$ cat src/rtl/id_ex_operand_stage_if.sv
// Bus between decode/bypass sources and the ID/EX operand stage.
// The master drives decode fields and forwarding sources; the slave returns ALU inputs and hazard status.
interface id_ex_operand_stage_if #(
  parameter int XLEN = 32,
  parameter int REGW = 5,
  parameter int OPW  = 5
);
  logic            id_valid;
  logic [XLEN-1:0] id_pc;
  logic [XLEN-1:0] id_rs1_data;
  logic [XLEN-1:0] id_rs2_data;
  logic [XLEN-1:0] id_imm;
  logic [REGW-1:0] id_rs1;
  logic [REGW-1:0] id_rs2;
  logic [REGW-1:0] id_rd;
  logic [OPW-1:0]  id_alu_op;
  logic            id_src_a_pc;
  logic            id_src_b_imm;
  logic            id_mem_read;
  logic            id_reg_write;
  logic            flush;
  logic            exmem_reg_write;
  logic [REGW-1:0] exmem_rd;
  logic [XLEN-1:0] exmem_result;
  logic            memwb_reg_write;
  logic [REGW-1:0] memwb_rd;
  logic [XLEN-1:0] memwb_result;
  logic            stall_id;
  logic [XLEN-1:0] A_alu;
  logic [XLEN-1:0] B_alu;
  logic [OPW-1:0]  control_alu;
  logic            ex_valid;
  logic [REGW-1:0] ex_rd;
  logic            ex_reg_write;
  logic            ex_mem_read;
  logic [XLEN-1:0] ex_store_data;

  modport master (
    output id_valid, id_pc, id_rs1_data, id_rs2_data, id_imm, id_rs1, id_rs2, id_rd,
           id_alu_op, id_src_a_pc, id_src_b_imm, id_mem_read, id_reg_write, flush,
           exmem_reg_write, exmem_rd, exmem_result, memwb_reg_write, memwb_rd, memwb_result,
    input  stall_id, A_alu, B_alu, control_alu, ex_valid, ex_rd, ex_reg_write,
           ex_mem_read, ex_store_data
  );

  modport slave (
    input  id_valid, id_pc, id_rs1_data, id_rs2_data, id_imm, id_rs1, id_rs2, id_rd,
           id_alu_op, id_src_a_pc, id_src_b_imm, id_mem_read, id_reg_write, flush,
           exmem_reg_write, exmem_rd, exmem_result, memwb_reg_write, memwb_rd, memwb_result,
    output stall_id, A_alu, B_alu, control_alu, ex_valid, ex_rd, ex_reg_write,
           ex_mem_read, ex_store_data
  );
endinterface

$ cat src/rtl/id_ex_operand_stage.sv
// ID/EX pipeline register feeding the ALU: operand capture, EX/MEM + MEM/WB bypass,
// and load-use hazard stall with bubble insertion.
module id_ex_fwd_mux #(
  parameter int XLEN = 32,
  parameter int REGW = 5
) (
  input  logic [REGW-1:0] rs,
  input  logic [XLEN-1:0] rf_data,
  input  logic            exmem_reg_write,
  input  logic [REGW-1:0] exmem_rd,
  input  logic [XLEN-1:0] exmem_result,
  input  logic            memwb_reg_write,
  input  logic [REGW-1:0] memwb_rd,
  input  logic [XLEN-1:0] memwb_result,
  output logic [XLEN-1:0] fwd_data
);
  // Younger producer (EX/MEM) wins; x0 always reads the register file value.
  always_comb begin
    fwd_data = rf_data;
    if (rs != '0) begin
      if (exmem_reg_write && exmem_rd == rs)      fwd_data = exmem_result;
      else if (memwb_reg_write && memwb_rd == rs) fwd_data = memwb_result;
    end
  end
endmodule

module id_ex_operand_stage #(
  parameter int XLEN = 32,
  parameter int REGW = 5,
  parameter int OPW  = 5
) (
  input logic CLK,
  input logic RESET_N,
  id_ex_operand_stage_if.slave bus
);
  localparam int NUM_OPS = 2;

  typedef struct packed {
    logic            valid;
    logic [XLEN-1:0] pc;
    logic [XLEN-1:0] rs1_data;
    logic [XLEN-1:0] rs2_data;
    logic [XLEN-1:0] imm;
    logic [REGW-1:0] rs1;
    logic [REGW-1:0] rs2;
    logic [REGW-1:0] rd;
    logic [OPW-1:0]  alu_op;
    logic            src_a_pc;
    logic            src_b_imm;
    logic            mem_read;
    logic            reg_write;
  } stage_t;

  stage_t stage_d, stage_q;
  logic   stall;

  logic [NUM_OPS-1:0][REGW-1:0] op_rs;
  logic [NUM_OPS-1:0][XLEN-1:0] op_rf;
  logic [NUM_OPS-1:0][XLEN-1:0] op_fwd;

  // Conservative: an rs2 match stalls even when the consumer ignores rs2.
  assign stall = stage_q.valid && stage_q.mem_read && bus.id_valid &&
                 (stage_q.rd != '0) &&
                 ((stage_q.rd == bus.id_rs1) || (stage_q.rd == bus.id_rs2));

  always_comb begin
    stage_d = '{valid:     bus.id_valid,
                pc:        bus.id_pc,
                rs1_data:  bus.id_rs1_data,
                rs2_data:  bus.id_rs2_data,
                imm:       bus.id_imm,
                rs1:       bus.id_rs1,
                rs2:       bus.id_rs2,
                rd:        bus.id_rd,
                alu_op:    bus.id_alu_op,
                src_a_pc:  bus.id_src_a_pc,
                src_b_imm: bus.id_src_b_imm,
                mem_read:  bus.id_mem_read,
                reg_write: bus.id_reg_write};
    if (bus.flush || stall) begin
      stage_d.valid     = 1'b0;
      stage_d.reg_write = 1'b0;
      stage_d.mem_read  = 1'b0;
      stage_d.alu_op    = '0;
    end
  end

  always_ff @(posedge CLK or negedge RESET_N) begin
    if (!RESET_N) stage_q <= '0;
    else          stage_q <= stage_d;
  end

  assign op_rs[0] = stage_q.rs1;
  assign op_rs[1] = stage_q.rs2;
  assign op_rf[0] = stage_q.rs1_data;
  assign op_rf[1] = stage_q.rs2_data;

  for (genvar g = 0; g < NUM_OPS; g++) begin : g_fwd
    id_ex_fwd_mux #(.XLEN(XLEN), .REGW(REGW)) u_fwd (
      .rs              (op_rs[g]),
      .rf_data         (op_rf[g]),
      .exmem_reg_write (bus.exmem_reg_write),
      .exmem_rd        (bus.exmem_rd),
      .exmem_result    (bus.exmem_result),
      .memwb_reg_write (bus.memwb_reg_write),
      .memwb_rd        (bus.memwb_rd),
      .memwb_result    (bus.memwb_result),
      .fwd_data        (op_fwd[g])
    );
  end

  assign bus.stall_id      = stall;
  assign bus.A_alu         = stage_q.src_a_pc  ? stage_q.pc  : op_fwd[0];
  assign bus.B_alu         = stage_q.src_b_imm ? stage_q.imm : op_fwd[1];
  assign bus.ex_store_data = op_fwd[1];
  assign bus.control_alu   = stage_q.alu_op;
  assign bus.ex_valid      = stage_q.valid;
  assign bus.ex_rd         = stage_q.rd;
  assign bus.ex_reg_write  = stage_q.reg_write;
  assign bus.ex_mem_read   = stage_q.mem_read;
endmodule

$ cat src/flat_wrapper.sv
// flat-port wrapper written by rule: the top's interface ports become plain ports
module id_ex_operand_stage_flat 
#(
  parameter int XLEN = 32,
  parameter int REGW = 5,
  parameter int OPW  = 5
)
  (CLK, RESET_N, bus_id_valid, bus_id_pc, bus_id_rs1_data, bus_id_rs2_data, bus_id_imm, bus_id_rs1, bus_id_rs2, bus_id_rd, bus_id_alu_op, bus_id_src_a_pc, bus_id_src_b_imm, bus_id_mem_read, bus_id_reg_write, bus_flush, bus_exmem_reg_write, bus_exmem_rd, bus_exmem_result, bus_memwb_reg_write, bus_memwb_rd, bus_memwb_result, bus_stall_id, bus_A_alu, bus_B_alu, bus_control_alu, bus_ex_valid, bus_ex_rd, bus_ex_reg_write, bus_ex_mem_read, bus_ex_store_data);
  id_ex_operand_stage_if #(.XLEN(XLEN), .REGW(REGW), .OPW(OPW)) bus_i ();
  input logic CLK;
  input logic RESET_N;
  input wire logic [$bits(bus_i.id_valid)-1:0] bus_id_valid;
  input wire logic [$bits(bus_i.id_pc)-1:0] bus_id_pc;
  input wire logic [$bits(bus_i.id_rs1_data)-1:0] bus_id_rs1_data;
  input wire logic [$bits(bus_i.id_rs2_data)-1:0] bus_id_rs2_data;
  input wire logic [$bits(bus_i.id_imm)-1:0] bus_id_imm;
  input wire logic [$bits(bus_i.id_rs1)-1:0] bus_id_rs1;
  input wire logic [$bits(bus_i.id_rs2)-1:0] bus_id_rs2;
  input wire logic [$bits(bus_i.id_rd)-1:0] bus_id_rd;
  input wire logic [$bits(bus_i.id_alu_op)-1:0] bus_id_alu_op;
  input wire logic [$bits(bus_i.id_src_a_pc)-1:0] bus_id_src_a_pc;
  input wire logic [$bits(bus_i.id_src_b_imm)-1:0] bus_id_src_b_imm;
  input wire logic [$bits(bus_i.id_mem_read)-1:0] bus_id_mem_read;
  input wire logic [$bits(bus_i.id_reg_write)-1:0] bus_id_reg_write;
  input wire logic [$bits(bus_i.flush)-1:0] bus_flush;
  input wire logic [$bits(bus_i.exmem_reg_write)-1:0] bus_exmem_reg_write;
  input wire logic [$bits(bus_i.exmem_rd)-1:0] bus_exmem_rd;
  input wire logic [$bits(bus_i.exmem_result)-1:0] bus_exmem_result;
  input wire logic [$bits(bus_i.memwb_reg_write)-1:0] bus_memwb_reg_write;
  input wire logic [$bits(bus_i.memwb_rd)-1:0] bus_memwb_rd;
  input wire logic [$bits(bus_i.memwb_result)-1:0] bus_memwb_result;
  output wire logic [$bits(bus_i.stall_id)-1:0] bus_stall_id;
  output wire logic [$bits(bus_i.A_alu)-1:0] bus_A_alu;
  output wire logic [$bits(bus_i.B_alu)-1:0] bus_B_alu;
  output wire logic [$bits(bus_i.control_alu)-1:0] bus_control_alu;
  output wire logic [$bits(bus_i.ex_valid)-1:0] bus_ex_valid;
  output wire logic [$bits(bus_i.ex_rd)-1:0] bus_ex_rd;
  output wire logic [$bits(bus_i.ex_reg_write)-1:0] bus_ex_reg_write;
  output wire logic [$bits(bus_i.ex_mem_read)-1:0] bus_ex_mem_read;
  output wire logic [$bits(bus_i.ex_store_data)-1:0] bus_ex_store_data;
  assign bus_i.id_valid = bus_id_valid;
  assign bus_i.id_pc = bus_id_pc;
  assign bus_i.id_rs1_data = bus_id_rs1_data;
  assign bus_i.id_rs2_data = bus_id_rs2_data;
  assign bus_i.id_imm = bus_id_imm;
  assign bus_i.id_rs1 = bus_id_rs1;
  assign bus_i.id_rs2 = bus_id_rs2;
  assign bus_i.id_rd = bus_id_rd;
  assign bus_i.id_alu_op = bus_id_alu_op;
  assign bus_i.id_src_a_pc = bus_id_src_a_pc;
  assign bus_i.id_src_b_imm = bus_id_src_b_imm;
  assign bus_i.id_mem_read = bus_id_mem_read;
  assign bus_i.id_reg_write = bus_id_reg_write;
  assign bus_i.flush = bus_flush;
  assign bus_i.exmem_reg_write = bus_exmem_reg_write;
  assign bus_i.exmem_rd = bus_exmem_rd;
  assign bus_i.exmem_result = bus_exmem_result;
  assign bus_i.memwb_reg_write = bus_memwb_reg_write;
  assign bus_i.memwb_rd = bus_memwb_rd;
  assign bus_i.memwb_result = bus_memwb_result;
  assign bus_stall_id = bus_i.stall_id;
  assign bus_A_alu = bus_i.A_alu;
  assign bus_B_alu = bus_i.B_alu;
  assign bus_control_alu = bus_i.control_alu;
  assign bus_ex_valid = bus_i.ex_valid;
  assign bus_ex_rd = bus_i.ex_rd;
  assign bus_ex_reg_write = bus_i.ex_reg_write;
  assign bus_ex_mem_read = bus_i.ex_mem_read;
  assign bus_ex_store_data = bus_i.ex_store_data;
  id_ex_operand_stage #(.XLEN(XLEN), .REGW(REGW), .OPW(OPW)) u_core (.CLK(CLK), .RESET_N(RESET_N), .bus(bus_i));
endmodule
$ cat config.mk
export PLATFORM = sky130hd
export DESIGN_NAME = id_ex_operand_stage_flat
export DESIGN_NICKNAME = d
export VERILOG_FILES = /design/src/rtl/id_ex_operand_stage_if.sv /design/src/rtl/id_ex_operand_stage.sv /design/src/flat_wrapper.sv
export SDC_FILE = /design/constraint.sdc
export NUM_CORES = 1
export LEC_CHECK = 0
export BUFFER_PORTS_ARGS = -buffer_cell sky130_fd_sc_hd__buf_4
export CAP_MARGIN = 20
export CORE_ASPECT_RATIO = 0.75
export CORE_MARGIN = 5
export CORE_UTILIZATION = 50
export DETAILED_ROUTE_END_ITERATION = 12
export GPL_TIMING_DRIVEN = 0
export HOLD_SLACK_MARGIN = 0.06
export PLACE_DENSITY = 0.89
export SYNTH_ARGS = -nofsm -noshare
export SYNTH_HDL_FRONTEND = slang
export SYNTH_SLANG_ARGS = --single-unit
$ cat constraint.sdc
create_clock -name CLK -period 2.81 [get_ports CLK]
set_input_delay 0 -clock CLK [delete_from_list [all_inputs] [get_ports CLK]]
set_output_delay 0 -clock CLK [all_outputs]
set_load 0.02 [all_outputs]
======== Word level (Yosys, flattened, before mapping) ========
Index checks and enable logic that the tools add are counted.
word-level totals
  flip-flop bits (word level) ............. 153
  bits in latches ......................... 0
  bits in writable memories ............... 0
  memory bits (read-only) ................. 0
  input bits .............................. 232
  output and inout port bits .............. 110
  word-level logic and storage cells ...... 43
  memories ................................ 0
operators by class
  add/sub/neg operators ................... 0
  multiply operators ...................... 0
  div/mod/pow operators ................... 0
  order comparisons ....................... 0
  eq/ne operators ......................... 6
  shift-type cells ........................ 0
  mux-type cells .......................... 11
  bitwise logic cells ..................... 0
  reductions and logical operators ........ 13
operators by type and width
  operator            number
  32-bit two-way mux  8
  5-bit == test       6
  5-bit nonzero test  3
  1-bit logical AND   8
  5-bit two-way mux   1
  1-bit logical OR    2
  2-bit two-way mux   1
  1-bit two-way mux   1

======== Depth between registers and ports, before layout ========
Gate-level depths: netlist (run 1).
  depth in word-level cells ............... 6
  gate-level depth with buffers ........... 7
  gate-level depth less buffers ........... 5

======== Hierarchy ========
Synthesis (run 1) repeated with hierarchy kept, for this count alone.
unflattened totals
  cells, all modules ...................... 467
  area total of the unflattened synthesis .. 6750.2 sq um
modules (own cells, without submodules)
  module               times used  cells each  area an instance (sq um)
  id_ex_operand_stage  1           271         4906.0
  id_ex_fwd_mux        2           98          922.1

======== Worst setup path after synthesis (run 1) ========
Ideal clock, no wire load.
  kind .................................... flip-flop to output port
  start ................................... register u_core.stage_q, in the netlist u_core.op_rs[9]
  end ..................................... output bus_B_alu[0]
  arrival ................................. 1.978 ns
  setup slack ............................. 0.832 ns
  cell stages (with the launch flop) ...... 7
  cells stage by stage .................... dfrtp_1 -> xor2_1 -> nor4_4 -> a2111o_2 -> buf_6 -> o22ai_2 -> a211oi_1
on the way
  word-level cells in the longest chain between the ends .. 6
  elaborated cells on any way between the ends .. 9
  classes of those cells .................. 2 x eq/ne; 4 x mux; 3 x reduce/logical
RTL lines
  item                    line                        text
  from (decl)             id_ex_operand_stage.sv:54   stage_t stage_d, stage_q;
  from (signal assigned)  id_ex_operand_stage.sv:90   else stage_q <= stage_d;
  5-bit == test           id_ex_operand_stage.sv:22   else if (memwb_reg_write && memwb_rd == rs) fwd_data = memwb_result;
  1-bit logical AND       id_ex_operand_stage.sv:22
  32-bit two-way mux      id_ex_operand_stage.sv:22
  32-bit two-way mux      id_ex_operand_stage.sv:21   if (exmem_reg_write && exmem_rd == rs) fwd_data = exmem_result;
  32-bit two-way mux (*)  id_ex_operand_stage.sv:20   if (rs != '0) begin
  32-bit two-way mux (*)  id_ex_operand_stage.sv:114  assign bus.B_alu = stage_q.src_b_imm ? stage_q.imm : op_fwd[1];
  to (decl)               flat_wrapper.sv:34          output wire logic [$bits(bus_i.B_alu)-1:0] bus_B_alu;
Every way passes the cells marked *; elsewhere a longest branch is shown, timed or not.

======== Worst setup path in the final report (run 1) ========
  start ................................... register u_core.stage_q, in the netlist u_core.op_rs[1]
  end ..................................... output bus_A_alu[25]
on the way
  word-level cells in the longest chain between the ends .. 6
  elaborated cells on any way between the ends .. 9
  classes of those cells .................. 2 x eq/ne; 4 x mux; 3 x reduce/logical
RTL lines
  item                    line                        text
  5-bit == test           id_ex_operand_stage.sv:22
  1-bit logical AND       id_ex_operand_stage.sv:22
  32-bit two-way mux      id_ex_operand_stage.sv:22
  32-bit two-way mux      id_ex_operand_stage.sv:21
  32-bit two-way mux (*)  id_ex_operand_stage.sv:20
  32-bit two-way mux (*)  id_ex_operand_stage.sv:113  assign bus.A_alu = stage_q.src_a_pc ? stage_q.pc : op_fwd[0];
  to (decl)               flat_wrapper.sv:33          output wire logic [$bits(bus_i.A_alu)-1:0] bus_A_alu;
Marks and branches as above.

==> flow_metrics.tcl, run 1 <==
set metrics [dict create \
    status "finished, final reports clean" \
    crit_fanout 10 \
    cp.arrival_ns 2.75 \
    dr_wl_met3_mm 3.05 \
    power_density_mw_per_mm2 484 \
    core_mm2 0.0143 \
    slew_viol_final 0 \
    detail_route.wl_per_cell_um 24.8 \
    initial_core_util_pct 50.4 \
    nets 1326 \
    antenna_found_initial 1 \
    grt_pass1_wl_mm 48.0 \
    r2r_cells 6 \
    syn_to_final_growth_pct 69.8 \
    drive_above_1_share_pct 39.8 \
    synth_fp_nets 803 \
    synth_seq_cells 153 \
    holdWs_ns 0.182 \
    cts.sink_count 153 \
    fillers 665 \
    avgViaCountPerCell 5.77 \
    grt_max_degree 79 \
    antenna_left 0 \
    htree_levels 4 \
    syn_inst 571 \
    worstSetupEndpointType "output pin" \
    worst_pin_slew_ns 0.802 \
    first_iter_violations 582 \
    post-cts-setup-buffers 0 \
    fmax_mhz 364 \
    setup_viol 0 \
    path_depth 8 \
    power_leakage_nw 5.76 \
    die-area_mm2 0.0169 \
    rsz0062_at_grt "true" \
    drtPass1Iterations 5 \
    clock_latency_ns 0.42 \
    wl_met1_mm 11.0 \
    dp_hpwl_mm 18.5 \
    slowest_stage "dfrtp_1" \
    die_x_um 148 \
    required_ns 2.81 \
    cts_tree "done" \
    wirelength_mm 31.9 \
    max_stage_delay_ns 0.43 \
    period_share_pct 97.8 \
    crit_family "buffers and inverters" \
    dieHeight_um 114 \
    yosysWarnings 0 \
    globalplace.congestion 0.884 \
    finalHoldViolations 0 \
    worstPathCellList "xor2_1 > nor4_1 > and3_1 > buf_2 > buf_4 > mux2i_1 > mux2i_1 > buf_4" \
    portBuffers 341 \
    peakVddDrop_v 0.000426 \
    cts_made_buffers 17 \
    cp-start-kind "flop" \
    ios 342 \
    ys_types 37 \
    syn_avg_cell_area_um2 12.6 \
    synth-seq-area-share_pct 53.3 \
    slew_headroom_pct 46.5 \
    rows 38 \
    fin_skew_ns 0.00226 \
    path_class "reg2out" \
    dr_wl_met2_mm 16.4 \
    hold_path.class "in2async" \
    first_global_vias 8333 \
    track_usage_pct 37.4 \
    clk_path_buf_depth 2 \
    via_count 7426 \
    highest_layer "met4" \
    cts_root_buffer "clkbuf_16" \
    path_buf_inv 3 \
    drc 0 \
    fin_crit_ns 2.75 \
    finalSetupTns_ns 0 \
    maxCapViolations 0 \
    synth_area_mm2 0.00718 \
    gr-total-overflow 0 \
    cts.clk_slew.worst_paths_ns 0.08 \
]
area by class of cell:
class	count	area, um^2	share of cell area [%]
diodes	1	2.50	0.0205
well taps	180	225	1.85
repair buffers	504	4210	34.5
inverters	3	11.3	0.0923
plain buffers	49	293	2.40
flip-flops and latches	153	3830	31.4
clock buffers	19	443	3.63
multi-input cells	366	3080	25.2
clock inverters	13	109	0.892
cell families after synthesis:
family	after synthesis	share of synthesized area [%]
DFF	153	53.3
xor gates and xnor gates	30	3.66
muxes	96	13.4
buffers and inverters	52	4.09
AOI/OAI and AO/OA	136	16.9
and+or+nand+nor	104	8.60
report_power, final:
part	leakage, nW	internal, W	switching, W	total (W)
sequential	1.79	0.00231	0.0000693	0.00238
combinational	3.71	0.000705	0.000664	0.00137
clock	0.258	0.00118	0.000982	0.00216
total	5.76	0.00419	0.00172	0.00591
stage by stage:
step	std cells	instance area (um^2)	utilization (%)	setup slack (ns)	power, W
2_1_floorplan	571	7180	-	0.832	0.00289
3_3_place_gp	1092	9970	69.9	0.576	0.00349
3_5_place_dp	1093	10000	70.1	0.569	0.00352
4_1_cts	1287	12200	85.3	0.118	0.00582
5_1_grt	1288	12200	85.5	-0.00111	0.00609
6_report	1288	12200	85.5	0.0610	0.00591
flip-flops by register name, indices dropped and copies added (netlist names):
name and cells:
u_core.stage_q 66, u_core.op_rf 64, u_core.op_rs 10, u_core.bus.control_alu 5, u_core.bus.ex_rd 5, u_core.bus.ex_mem_read 1
u_core.bus.ex_reg_write 1, u_core.bus.ex_valid 1
worst paths after layout:
kind                                              from                         to  slack, ns
worst max-delay path                   u_core.op_rs[1]              bus_A_alu[25]       0.06
worst min-delay path                           RESET_N     u_core.bus.ex_mem_read       0.18
worst max register to register     u_core.bus.ex_rd[0]  u_core.bus.control_alu[2]       0.56
worst min register to register  u_core.bus.ex_mem_read  u_core.bus.control_alu[4]       1.64
max in group asynchronous                      RESET_N           u_core.op_rf[37]       1.80
min in group CLK                   bus_id_rs1_data[27]           u_core.op_rf[27]       0.23
cells in the mapped netlist:
cell       number  area share [%]
o22a_1          1            0.12
a221oi_2        1            0.21
mux2_2          2            0.31
a22o_1          1            0.12
buf_6           3            0.47
and3_1          3            0.26
buf_2           4            0.28
nand2_1         8            0.42
mux2i_1        94              13
o211ai_1        1            0.10
a2bb2oi_1      30             3.7
o21ai_0         1           0.070
nor2_1          5            0.26
nor3_1          7            0.49
dfrtp_1       153              53
a21oi_2         1            0.12
nand3_1         5            0.35
o22ai_2        30             5.2
nor4_4          1            0.30
nand2_2         1           0.087
o22a_2          1            0.14
nor2b_1        30             2.6
nand2b_1       32             2.8
and2_1         11            0.96
nor4_1          1           0.087
xor2_1          8            0.98
inv_1           3            0.16
a211oi_1       30             3.1
buf_4          19             2.0
a2111o_2        1            0.17
o211a_1         1            0.14
clkbuf_1       23             1.2
xnor2_1        22             2.7
a21oi_1         4            0.28
o21ai_2         1            0.12
o22ai_1         2            0.17
o31ai_1        30             3.1
what timing repair did:
action                                  in CTS  in global routing
endpoints found under the hold margin      228                  0
resized for setup                            0                 10
hold buffers                               162                  0
endpoints found under the setup margin       0                 16
placed cells by master, fill, tap and decap left out, types with 2 or more instances in the layout:
cell type      instances
buf_4                359
dlygate4sd3_1        162
dfrtp_1              153
mux2i_1               94
nand2b_1              32
o22ai_2               30
a2bb2oi_1             30
nor2b_1               30
o31ai_1               30
a211oi_1              30
xnor2_1               22
clkbuf_1              20
clkbuf_16             17
and2_1                11
nand2_1                8
xor2_1                 8
nor3_1                 7
inv_6                  6
nand3_1                5
nor2_1                 5
a21oi_1                4
buf_2                  4
buf_6                  4
clkinvlp_4             4
and3_1                 3
inv_1                  3
clkbuf_2               3
clkinv_4               3
o22ai_1                2
mux2_2                 2
layer usage:
| layer | track usage [%] | vias up |
|---|---|---|
| li1 | - | 3133 |
| met2 | 66.5 | 560 |
| met1 | 41.8 | 3605 |
| met4 | 16.1 | 0 |
| met3 | 11.3 | 128 |
| met5 | 0 | - |
(Power assumes the default switching activity.)
==> run 2, diff against run 1 <==
--- a/config.mk
+++ b/config.mk
@@ -7,13 +7,15 @@
 export LEC_CHECK = 0
 export BUFFER_PORTS_ARGS = -buffer_cell sky130_fd_sc_hd__buf_4
 export CAP_MARGIN = 20
+export CELL_PAD_IN_SITES_DETAIL_PLACEMENT = 2
+export CELL_PAD_IN_SITES_GLOBAL_PLACEMENT = 2
 export CORE_ASPECT_RATIO = 0.75
 export CORE_MARGIN = 5
-export CORE_UTILIZATION = 50
+export CORE_UTILIZATION = 31
 export DETAILED_ROUTE_END_ITERATION = 12
 export GPL_TIMING_DRIVEN = 0
 export HOLD_SLACK_MARGIN = 0.06
-export PLACE_DENSITY = 0.89
+export PLACE_DENSITY = 0.9
 export SYNTH_ARGS = -nofsm -noshare
 export SYNTH_HDL_FRONTEND = slang
 export SYNTH_SLANG_ARGS = --single-unit
==> constraint.sdc (replaced) <==
create_clock -name CLK -period 2.81 [get_ports CLK]
set_input_delay 0.562 -clock CLK [delete_from_list [all_inputs] [get_ports CLK]]
set_output_delay 0.562 -clock CLK [all_outputs]
set_load 0.02 [all_outputs]
==> flow_metrics.tcl, run 2 (same netlist as run 1, synthesis figures left out) <==
set metrics [dict create \
    gr-total-overflow 0 \
    die_x_um 186 \
    finalSetupTns_ns -33.73 \
    cp-start-kind "flop" \
    syn_to_final_growth_pct 81.4 \
    via_count 6962 \
    wirelength_mm 44.7 \
    portBuffers 341 \
    netSwitchingFraction_pct 30.5 \
    fin_ws_ns -0.461 \
    slew_headroom_pct 25.5 \
    nets 1206 \
    htree_levels 4 \
    pwr-share-clk_pct 38.5 \
    crit_fanout 5 \
    dp.cells 1213 \
    largest_reg_flops 66 \
    ios 342 \
    worst_pin_slew_ns 1.12 \
    path_class "reg2out" \
    power.internal_w 0.00449 \
    finalHoldViolations 0 \
    track_usage_pct 31.0 \
    drc 0 \
    layout_commonest_cell "buf_4" \
    regToRegStartpoint "u_core.bus.ex_rd[4]" \
    power_leakage_nw 5.72 \
    die-area_mm2 0.0263 \
    cts_root_buffer "clkbuf_16" \
    antenna_found_initial 2 \
    maxCapViolations 0 \
    fin_crit_ns 3.27 \
    required_ns 2.25 \
    r2r_slack_ns 0.97 \
    initial_core_util_pct 31.4 \
    failed_checks "setup timing" \
    detail_route.wl_per_cell_um 34.8 \
    rsz0062_at_grt "true" \
    drtPass1Iterations 4 \
    p_seq_share_pct 37.3 \
    pwr-share-comb_pct 24.2 \
    cts.sink_count 153 \
    cts.clk_slew.worst_paths_ns 0.07 \
    regMostFlops "u_core.stage_q" \
    final_cell_mix "buf_4, dfrtp_1, mux2i_1" \
    power.switching_w 0.00197 \
    first_iter_violations 358 \
    core_mm2 0.0229 \
    avgViaCountPerCell 5.41 \
    final_cells 1286 \
    first_global_vias 8252 \
    cts_tree "done" \
    fmax_mhz 306 \
    dp_hpwl_mm 25.0 \
    globalplace.congestion 0.813 \
    hold_path.class "in2async" \
    peakVddDrop_v 0.000574 \
    fin_skew_ns 0.00729 \
    dieHeight_um 142 \
    cts_made_buffers 17 \
    status "complete, but fails checks" \
    worstSetupEndpointType "output pin" \
    clk_path_buf_depth 2 \
    grt_max_degree 80 \
    cts_hold_buf 0 \
    period_share_pct 116 \
    r2r_cells 4 \
    grt_pass1_wl_mm 59.0 \
    slew_viol_final 0 \
    cp.arrival_ns 2.71 \
    drive_above_1_share_pct 63.1 \
    antenna_left 0 \
    setup_viol 96 \
    clock_latency_ns 0.44 \
    power_density_mw_per_mm2 496 \
    holdWs_ns 0.170 \
    reg2reg_to "u_core.bus.control_alu[3]" \
    rows 48 \
]
## run 2: changes by cell type in the layout (fill, tap and decap cells not counted), moves of 14 or more
cell,delta
dlygate4sd3_1,-162
buf_6,+54
buf_4,-38
mux2i_1,-34
a211oi_1,-30
a2bb2oi_1,-30
o22ai_4,+30
o22ai_2,-29
a211oi_2,+28
mux2i_4,+23
a2bb2oi_2,+17
buf_12,+16
nor2b_1,-15
nor2b_2,+14
## run 2: worst max path at each step
stage,startpoint,slack (ns),to
2_1_floorplan,bus_exmem_rd[4],0.1,bus_B_alu[0]
3_3_place_gp,bus_exmem_rd[4],-0.43,bus_B_alu[28]
3_5_place_dp,bus_exmem_rd[4],-0.49,bus_B_alu[28]
4_1_cts,u_core.op_rs[6],-0.36,bus_ex_store_data[9]
5_1_grt,u_core.op_rs[6],-0.51,bus_ex_store_data[9]
6_report,u_core.op_rs[6],-0.46,bus_ex_store_data[9]
## run 2: metal layers
metal / global-route usage (%) / routed length, um
met1: 34.4 / 16100
met5: 0 / 13
met2: 56.3 / 23200
met4: 10.0 / 1630
met3: 9.94 / 3770
## run 2: what timing repair did
action	CTS	global route
resized for setup	235	109
setup endpoints to repair	96	96
cloned	11	1
pin swaps	47	43
setup buffers	28	6
## run 2: power by group through the flow
stage / Clock (W) / Combinational [W] / Sequential (W)
3_3_place_gp: 0 / 0.00112 / 0.00241
3_5_place_dp: 0 / 0.00116 / 0.00242
4_1_cts: 0.00242 / 0.00138 / 0.00239
2_1_floorplan: 0 / 0.000493 / 0.00240
5_1_grt: 0.00260 / 0.00162 / 0.00241
6_report: 0.00249 / 0.00156 / 0.00241
## run 2: worst max-delay path, stage by stage (launching register included)
cell and delay (ns):
dfrtp_2 0.46, xnor2_2 0.25, nand3_2 0.13, a2111o_2 0.55
buf_8 0.18, buf_12 0.15, o22ai_4 0.22, a2bb2oi_2 0.12
buf_6 0.19
## run 2: area by class of cell
| cell class | count | area, um^2 |
|---|---|---|
| Fill cell | 2007 | 9850 |
| Sequential cell | 153 | 3830 |
| Inverter | 3 | 11.3 |
| Antenna cell | 1 | 2.50 |
| Timing Repair Buffer | 384 | 3400 |
| Multi-Input combinational cell | 366 | 4330 |
| Buffer | 49 | 487 |
| Clock buffer | 24 | 502 |
| Tap cell | 300 | 375 |
| Clock inverter | 6 | 88.8 |
## run 2: stage by stage
step           total power, W  cell area (um^2)  setup slack [ns]  util [%]
5_1_grt               0.00663             13000            -0.507      57.0
4_1_cts               0.00619             12400            -0.359      54.2
3_5_place_dp          0.00358             10100            -0.489      44.4
2_1_floorplan         0.00289              7180            0.0981         -
6_report              0.00646             13000            -0.461      57.0
3_3_place_gp          0.00352             10100            -0.426      44.2
==> run 3, diff against run 2 <==
--- a/config.mk
+++ b/config.mk
@@ -16,6 +16,7 @@
 export GPL_TIMING_DRIVEN = 0
 export HOLD_SLACK_MARGIN = 0.06
 export PLACE_DENSITY = 0.9
+export SKIP_LAST_GASP = 1
 export SYNTH_ARGS = -nofsm -noshare
 export SYNTH_HDL_FRONTEND = slang
 export SYNTH_SLANG_ARGS = --single-unit
==> flow_metrics.tcl, run 3 (same netlist as run 1, synthesis figures left out) <==
set metrics [dict create \
    fin_crit_ns 3.29 \
    nets 1212 \
    worst_pin_slew_ns 1.11 \
    dp_hpwl_mm 25.0 \
    final_cells 1291 \
    path_class "reg2out" \
    diodes 0 \
    clock_latency_ns 0.45 \
    maxCapViolations 0 \
    first_global_vias 8183 \
    period_share_pct 117 \
    finalHoldViolations 0 \
    cp.arrival_ns 2.73 \
    utilization_pct 56.2 \
    track_usage_pct 29.7 \
    gr-total-overflow 0 \
    drc 0 \
    crit_fanout 6 \
    fin_ws_ns -0.479 \
    cp-start-kind "flop" \
    htree_levels 4 \
    drive_above_1_share_pct 60.8 \
    drtPass1Iterations 5 \
    reg2reg_to "u_core.bus.ex_valid" \
    slowest_stage "dfrtp_1" \
    portBuffers 341 \
    cp-endpoint "bus_A_alu[19]" \
    die_x_um 186 \
    antenna_left 0 \
    core_mm2 0.0229 \
    wirelength_mm 43.3 \
    dp.cells 1213 \
    r2r_slack_ns 1.05 \
    initial_core_util_pct 31.4 \
    die-area_mm2 0.0263 \
    status "complete, but fails checks" \
    grt_max_degree 80 \
    detail_route.wl_per_cell_um 33.6 \
    rsz0062_at_grt "true" \
    syn_to_final_growth_pct 79.1 \
    regToRegStartpoint "u_core.bus.ex_rd[4]" \
    multiInputGateArea_mm2 0.00416 \
    fmax_mhz 304 \
    layout_commonest_cell "buf_4" \
    largest_reg_flops 66 \
    dieHeight_um 142 \
    required_ns 2.25 \
    r2r_cells 5 \
    cts_root_buffer "clkbuf_16" \
    post-place-ws_ns -0.489 \
    seqCellArea_mm2 0.00383 \
    fin_skew_ns 0.00167 \
    worstPathCellList "xor2_1 > nor4_1 > and3_1 > buf_8 > buf_8 > buf_12 > buf_12 > mux2i_4 > mux2i_1 > buf_4" \
    antenna_found_initial 0 \
    max_stage_delay_ns 0.43 \
    globalplace.congestion 0.813 \
    final_cell_mix "buf_4, dfrtp_1, mux2i_1" \
    power_leakage_nw 5.70 \
    crit_start "u_core.op_rs[4]" \
    holdWs_ns 0.137 \
    avgViaCountPerCell 5.32 \
    peakVddDrop_v 0.000486 \
    cts.sink_count 153 \
    cts.clk_slew.worst_paths_ns 0.07 \
    cts_made_buffers 17 \
    power_density_mw_per_mm2 497 \
    ios 342 \
    grt_pass1_wl_mm 56.8 \
    hold_path.class "in2async" \
    setup_viol 96 \
    regMostFlops "u_core.stage_q" \
    cts_tree "done" \
    failed_checks "setup timing" \
    via_count 6872 \
    slew_viol_final 0 \
    clk_path_buf_depth 2 \
    fillers 2051 \
    worstSetupEndpointType "output pin" \
    first_iter_violations 336 \
    rows 48 \
    slew_headroom_pct 26.3 \
]
-- run 3: cell types whose count changed in the layout (fill, tap and decap cells not counted), moves of 4 or more --
| cell | previous run | this run |
|---|---|---|
| buf_6 | 58 | 54 |
| mux2i_4 | 23 | 18 |
| nor2b_2 | 14 | 0 |
| a2bb2oi_4 | 13 | 9 |
| mux2i_2 | 11 | 15 |
| buf_4 | 321 | 330 |
| nor2b_1 | 15 | 30 |
-- run 3: metrics by stage --
stage          setup TNS (ns)  power, W  area, um^2
6_report               -35.76   0.00640       12900
5_1_grt                -42.56   0.00658       12900
4_1_cts                -26.28   0.00619       12400
3_5_place_dp           -23.07   0.00358       10100
3_3_place_gp           -20.84   0.00352       10100
2_1_floorplan               0   0.00289        7180
-- run 3: layout make-up --
cell class,instances,share of cell area [%]
inverter,3,0.0875
multi-input combinational,366,32.3
clock buffer,24,3.90
tap,300,2.92
timing repair buffer,393,27.0
buffer,46,3.27
sequential,153,29.8
clock inverter,6,0.691
-- run 3: metal layers --
layer  GRT usage (%)  wire length (um)  vias up
met2            53.7             22900      303
li1                -                 -     2900
met5               0                 0        -
met1            32.2             16000     3610
met4            9.97              1020        0
met3            10.6              3390       59
-- run 3: worst min path at each step --
stage / start / to / slack (ns) / cells after the start
floorplan: RESET_N / u_core.bus.control_alu[0] / 0.27 / 0
global placement: bus_id_pc[12] / u_core.stage_q[132] / 0.67 / 1
detailed placement: RESET_N / u_core.bus.ex_mem_read / 0.66 / 1
CTS: RESET_N / u_core.bus.ex_mem_read / 0.19 / 1
global route: bus_id_pc[2] / u_core.stage_q[122] / 0.19 / 1
finish: RESET_N / u_core.op_rf[60] / 0.14 / 1
-- run 3: critical path, delay by kind of cell (launching register included) --
kind	cells	cell delay (ns)
flip-flops	1	0.43
multiplexers	2	0.35
buffers and inverters	5	0.74
AND/OR/NAND/NOR	2	0.56
XOR/XNOR	1	0.20
-- run 3: report_power, final --
part | internal, W | switching, W | total, W | leakage [nW]
Combinational | 0.000734 | 0.000782 | 0.00152 | 3.63
Sequential | 0.00231 | 0.0000895 | 0.00240 | 1.79
Clock | 0.00142 | 0.00106 | 0.00248 | 0.284
-- run 3: what timing repair did --
item,CTS,global route
pin swaps,46,41
cloned,11,1
endpoints found under the setup margin,96,96
buffers inserted,28,19
hold buffers,0,0
resized for setup,223,89
